===== config.mk =====
export PLATFORM = sky130hd
export DESIGN_NAME = round_key_manager
export DESIGN_NICKNAME = d
export VERILOG_FILES = /design/src/rtl/round_key_manager.sv
export SDC_FILE = /design/constraint.sdc
export NUM_CORES = 2
export LEC_CHECK = 0
export CORE_AREA = 3 3 412 414
export DETAILED_ROUTE_END_ITERATION = 16
export DIE_AREA = 0 0 415 417
export GPL_TIMING_DRIVEN = 0
export PLACE_DENSITY_LB_ADDON = 0.12
export SLEW_MARGIN = 25
export SYNTH_ARGS = -nofsm -noshare
export SYNTH_HDL_FRONTEND = slang
export SYNTH_SLANG_ARGS = --single-unit

===== constraint.sdc =====
create_clock -name clk -period 10.2 [get_ports clk]
set_clock_uncertainty 0.15 [all_clocks]
set_input_delay 1.53 -clock clk [delete_from_list [all_inputs] [get_ports clk]]
set_output_delay 1.53 -clock clk [all_outputs]
set_load 0.02 [all_outputs]

===== src/rtl/round_key_manager.sv =====
// Round-key manager: expands a 128-bit master key into ROUNDS 64-bit
// round keys (one round per clock) and serves registered table reads.
module round_key_manager #(
  parameter int ROUNDS = 32
) (
  input  logic         clk,
  input  logic         rst_n,
  input  logic         key_valid,
  input  logic [127:0] key,
  output logic         key_ready,
  output logic         busy,
  output logic         keys_ready,
  input  logic         rd_en,
  input  logic [4:0]   rd_idx,
  output logic         rd_valid,
  output logic [63:0]  rd_key,
  output logic         rd_err
);

  typedef enum logic [1:0] {
    IDLE   = 2'd0,
    EXPAND = 2'd1,
    READY  = 2'd2
  } state_t;

  // Table count as a 6-bit value so rd_idx can be range-checked for ROUNDS=32.
  localparam logic [5:0] ROUNDS_W = 6'(ROUNDS);
  // Counter value of the round that writes the final table entry.
  localparam logic [4:0] LAST_I   = 5'(ROUNDS - 2);

  state_t      state_r;
  state_t      next_state_s;
  logic [63:0] l_r;
  logic [63:0] k_r;
  logic [4:0]  i_r;
  logic [63:0] rk_mem_r [32];

  logic        key_ready_r;
  logic        busy_r;
  logic        keys_ready_r;
  logic        rd_valid_r;
  logic        rd_err_r;
  logic [63:0] rd_key_r;

  logic        accept_s;
  logic        last_round_s;
  logic        rd_ok_s;
  logic [63:0] l_next_s;
  logic [63:0] k_next_s;

  function automatic logic [63:0] ror8(input logic [63:0] v);
    return {v[7:0], v[63:8]};
  endfunction

  function automatic logic [63:0] rol3(input logic [63:0] v);
    return {v[60:0], v[63:61]};
  endfunction

  assign key_ready  = key_ready_r;
  assign busy       = busy_r;
  assign keys_ready = keys_ready_r;
  assign rd_valid   = rd_valid_r;
  assign rd_err     = rd_err_r;
  assign rd_key     = rd_key_r;

  // Handshake, read qualification and one expansion round (carry beyond bit 63 drops).
  always_comb begin
    accept_s     = key_valid & key_ready_r;
    last_round_s = (i_r == LAST_I);
    rd_ok_s      = keys_ready_r & ({1'b0, rd_idx} < ROUNDS_W);
    l_next_s     = (k_r + ror8(l_r)) ^ {59'd0, i_r};
    k_next_s     = rol3(k_r) ^ l_next_s;
  end

  // Next-state decode; a key is only taken outside EXPAND.
  always_comb begin
    next_state_s = state_r;
    case (state_r)
      IDLE: begin
        if (accept_s) next_state_s = EXPAND;
        else          next_state_s = IDLE;
      end
      EXPAND: begin
        if (last_round_s) next_state_s = READY;
        else              next_state_s = EXPAND;
      end
      READY: begin
        if (accept_s) next_state_s = EXPAND;
        else          next_state_s = READY;
      end
      default: next_state_s = IDLE;
    endcase
  end

  // State register and status flags registered from the next state.
  always_ff @(posedge clk or negedge rst_n) begin
    if (!rst_n) begin
      state_r      <= IDLE;
      key_ready_r  <= 1'b1;
      busy_r       <= 1'b0;
      keys_ready_r <= 1'b0;
    end else begin
      state_r      <= next_state_s;
      key_ready_r  <= (next_state_s != EXPAND);
      busy_r       <= (next_state_s == EXPAND);
      keys_ready_r <= (next_state_s == READY);
    end
  end

  // Working registers: load the master key on acceptance, step once per EXPAND cycle.
  always_ff @(posedge clk or negedge rst_n) begin
    if (!rst_n) begin
      l_r <= 64'd0;
      k_r <= 64'd0;
      i_r <= 5'd0;
    end else if (accept_s) begin
      l_r <= key[127:64];
      k_r <= key[63:0];
      i_r <= 5'd0;
    end else if (state_r == EXPAND) begin
      l_r <= l_next_s;
      k_r <= k_next_s;
      i_r <= i_r + 5'd1;
    end else begin
      l_r <= l_r;
      k_r <= k_r;
      i_r <= i_r;
    end
  end

  // Round-key table; deliberately not reset, keys_ready alone marks it valid.
  always_ff @(posedge clk) begin
    if (accept_s) begin
      rk_mem_r[0] <= key[63:0];
    end else if (state_r == EXPAND) begin
      rk_mem_r[i_r + 5'd1] <= k_next_s;
    end
  end

  // Read port: the table read sees the pre-edge contents, so a read coinciding
  // with a new key acceptance returns the old table entry.
  always_ff @(posedge clk or negedge rst_n) begin
    if (!rst_n) begin
      rd_valid_r <= 1'b0;
      rd_err_r   <= 1'b0;
      rd_key_r   <= 64'd0;
    end else if (rd_en && rd_ok_s) begin
      rd_valid_r <= 1'b1;
      rd_err_r   <= 1'b0;
      rd_key_r   <= rk_mem_r[rd_idx];
    end else if (rd_en) begin
      rd_valid_r <= 1'b0;
      rd_err_r   <= 1'b1;
      rd_key_r   <= rd_key_r;
    end else begin
      rd_valid_r <= 1'b0;
      rd_err_r   <= 1'b0;
      rd_key_r   <= rd_key_r;
    end
  end

endmodule


==> Implementation_results.wiki <==
{| class="wikitable"
! Metric !! Value
|-
| Clock transition at path regs || 0.06 ns
|-
| Fin area || between 0.1 and 0.15 mm^2
|-
| Via count normalized by instance count || 6.537
|-
| Commonest cells after routing, fill and taps aside || sky130_fd_sc_hd__edfxtp_1 (2048), sky130_fd_sc_hd__mux4_2 (640), sky130_fd_sc_hd__nand2_1 (256)
|-
| Top FF cell, synth || sky130_fd_sc_hd__edfxtp_1
|-
| Max-cap check violation count || 0
|-
| Buffers inserted during post-CTS setup optimization || 0
|-
| Number of placed cells counting well taps || 7261
|-
| Critical path endpoint category || flop
|-
| CP Data Required Time || 10.57 ns
|-
| Master cell of the clock root buffer || sky130_fd_sc_hd__clkbuf_16
|-
| Number of non-filler instances in the completed layout || 7675
|-
| Final HPWL DP || about 180000 um
|-
| Sum of buffers and inverters on the critical path || 6
|-
| CP Cell Sequence || clkdlybuf4s50_1 -> and2_1 -> clkbuf_1 -> nor2_1 -> clkbuf_2 -> nand3_1 -> nor2_4 -> buf_12 -> buf_16 -> buf_12
|-
| Endpoint arrival time on the critical path || 6.10 ns
|-
| Highest routing layer actually used || met4
|-
| Worst-skew pair later-pin latency || 0.85 ns
|-
| Worst R2R Path Depth || 9
|-
| Type of the worst setup path || primary input to flop
|-
| Share of the yosys chip area belonging to registers || 0.7295
|-
| Hold Path End || rd_key[3]
|-
| P&R area growth vs syn || 19.56%
|-
| Biggest area consumer among synthesized cells || sky130_fd_sc_hd__edfxtp_1
|-
| Wirelength per Cell || about 34 um
|-
| Slack of the worst reg-to-reg path || around 5.2 ns
|-
| Floorplan die width || 415 um
|-
| Maximum number of pins on one net before global-route repair || 61
|-
| Classification of the worst-slack hold path || flop to flop
|-
| Most common library cell in the layout ignoring fill and taps || sky130_fd_sc_hd__edfxtp_1
|-
| Fmax || 0.1744 GHz
|-
| Pre-antenna DRT Iters || 7
|-
| Unrepaired setup endpoints after global routing || false
|-
| Gate Count Post-Synth || 4664
|-
| Pwr Total || 44.08 mW
|-
| Starting density of the core || 0.5479
|-
| Instance area after placement || 0.1017 mm^2
|-
| Worst path slowest cell || sky130_fd_sc_hd__nand3_1
|-
| Detailed router's first-iteration violation count || 6832
|-
| Worst hold margin || 0.3770 ns
|-
| IO Count || 206
|-
| Power per unit of standard cell area || 403.8 mW/mm^2
|-
| Count of hold-fix buffers inserted at cts || 0
|-
| Syn avg cell area || 19.58 um^2
|-
| Area of the mapped netlist || 0.09131 mm^2
|-
| Routed wire length on met2 || roughly 120000 um
|-
| Hold Startpoint || rd_key[3]
|-
| Synth unique cells || 84
|-
| Worst-margin pin slew || 1.123 ns
|-
| Antenna Nets Post-Route || 0
|-
| Port Buffer Count || 200
|-
| Number of antenna violations at the first check in global routing || 3
|-
| Number of clock sinks || 2252
|-
| Worst-case clock buffer depth || 3
|-
| Yosys warning count || 0
|-
| Total length of routed met3 wires || about 23000 um
|-
| Wire length of the first global-routing pass || 372000 um
|-
| Overflow left after global routing || 0
|-
| Largest incremental delay on the critical path || 0.83 ns
|-
| Share of final-layout standard cells stronger than drive strength 1 || 0.2511
|-
| Max-slew violation total from the final report || 0
|-
| DRC || 0
|-
| Number of placement rows || 150
|-
| Last weighted congestion value of the routability-driven placer || 0.9477
|-
| Family with the most delay on the worst path || simple AND/OR/NAND/NOR gates
|-
| Peak supply drop || 445.0 uV
|-
| Post-Route Setup TNS || 0 ns
|-
| Final Util || 0.6550
|-
| Time the final worst path needs with I/O delays and setup || 5.734 ns
|-
| Type of origin of the critical path || primary input
|-
| Relative slew slack || 0.2511
|-
| Die extent in y || 417 um
|-
| Via count of the first global-routing pass || 50.18k
|-
| Setup violation total in the final timing report || 0
|-
| Cell occurring most often along the worst timing path || sky130_fd_sc_hd__buf_12
|-
| Crit Path Max Fanout || 17
|-
| Outcome || finished, final reports clean
|-
| Cell count of the worst hold path || 2
|-
| Synth area leaders || sky130_fd_sc_hd__edfxtp_1 (67%), sky130_fd_sc_hd__mux4_2 (16%), sky130_fd_sc_hd__dfrtp_1 (5.6%)
|-
| Post-placement setup slack || 3.666 ns
|-
| Number of levels the H-tree was split into || 4
|-
| Number of synthesized flops with an enable pin || 2048
|-
| Area of the placeable core || 0.1667 mm^2
|-
| Number of failing hold endpoints at the final stage || 0
|-
| Number of synthesized register bits || 2252
|-
| Total detailed-routing wirelength || 261000 um
|-
| Number of vias after detailed routing || 50.17k
|-
| Ratio of final minimum period to clock period || 0.5621
|-
| Total of cells resized after clock tree synthesis || 0
|-
| M1 WL || 103600 um
|-
| CTS tree || yes
|-
| # nets final || 5484
|-
| Total routing usage reported by global routing || 0.3056
|-
| Fraction of registers with async set/reset || 0.09059
|-
| Reported leakage power || 36.29 nW
|-
| Area share of the largest cell type after synthesis || 0.6735
|-
| Die area || roughly 0.17 mm^2
|-
| Clock buffer count from CTS || 221
|-
| Worst Slack Setup Final || 4.466 ns
|-
| Reg2Reg Launch Point || key_ready
|-
| Reg-to-reg critical path endpoint || rk_mem_r[5][39]
|-
| Mapped Nets || 4867
|}
## final cells by class
class	count	area, um^2
sequential	2252	66610
fill	11150	57500
multi-input combinational	2113	24310
timing repair buffer	394	6770
clock buffer	298	6006
tap	2204	2758
clock inverter	112	1449
buffer	271	1150
inverter	28	105.1
antenna	3	7.507
## sequential cells by signal, summed over array words and instances (netlist names)
register    count
i_r             5
keys_ready      1
busy            1
k_r            64
l_r            64
rd_err          1
key_ready       1
state_r         2
rd_key         64
rd_valid        1
rk_mem_r     2048
## Yosys cell counts, types with 15 or more instances
cell                       instances
sky130_fd_sc_hd__a31oi_1          47
sky130_fd_sc_hd__o21bai_1         17
sky130_fd_sc_hd__xor2_1           29
sky130_fd_sc_hd__clkbuf_1        190
sky130_fd_sc_hd__nand2_1         258
sky130_fd_sc_hd__xnor2_1          99
sky130_fd_sc_hd__inv_1            28
sky130_fd_sc_hd__mux4_2          640
sky130_fd_sc_hd__o21ai_0         123
sky130_fd_sc_hd__edfxtp_1       2048
sky130_fd_sc_hd__a221o_1          17
sky130_fd_sc_hd__a21oi_1         207
sky130_fd_sc_hd__nor2_1          251
sky130_fd_sc_hd__nand4_1          29
sky130_fd_sc_hd__a21o_1           65
sky130_fd_sc_hd__dfrtp_1         203
sky130_fd_sc_hd__mux2i_1          76
sky130_fd_sc_hd__nand3_1          15
sky130_fd_sc_hd__ha_1             65
sky130_fd_sc_hd__buf_1            62
## cells by family after synthesis
kind of cell	Yosys count	synth area share
mux	716	0.1662
compound gates	573	0.03936
simple gates	621	0.02867
buf+inv	299	0.01272
xor+xnor	137	0.01447
flops	2252	0.7295
fa+ha+maj	66	0.009126
## report_power, final
| part | switching [mW] | leakage [nW] | internal [mW] | total, mW |
|---|---|---|---|---|
| combinational | 11.8 | 11.7 | 5.82 | 17.6 |
| sequential | 0.666 | 21.0 | 17.4 | 18.1 |
| clock | 3.45 | 3.63 | 4.96 | 8.41 |
## per-layer routing
layer	GRT usage	vias to the layer above
met3	0.05231	468
li1	-	20320
met5	0	-
met2	0.4762	2702
met1	0.4413	26690
met4	0.1148	0
## tightest hold or removal path, stage by stage (launching register included)
cell	delay, ns
sky130_fd_sc_hd__dfrtp_1	0.34
sky130_fd_sc_hd__nor2_1	0.05
sky130_fd_sc_hd__a21oi_1	0.10
## how the worst max path moves through the flow
| stage | from | endpoint | slack (ns) | cells past startpoint |
|---|---|---|---|---|
| detailed placement | key_valid | rk_mem_r[5][45] | 3.67 | 10 |
| CTS | key_valid | rk_mem_r[5][39] | 4.55 | 10 |
| global placement | rst_n | rd_key[16] | -3.53 | 1 |
| floorplan | key_valid | rk_mem_r[21][0] | 4.29 | 6 |
| finish | key_valid | rk_mem_r[5][39] | 4.47 | 10 |
| global route | key_valid | rk_mem_r[17][49] | 4.46 | 10 |
Note: power is estimated with default switching activity, not from simulation.
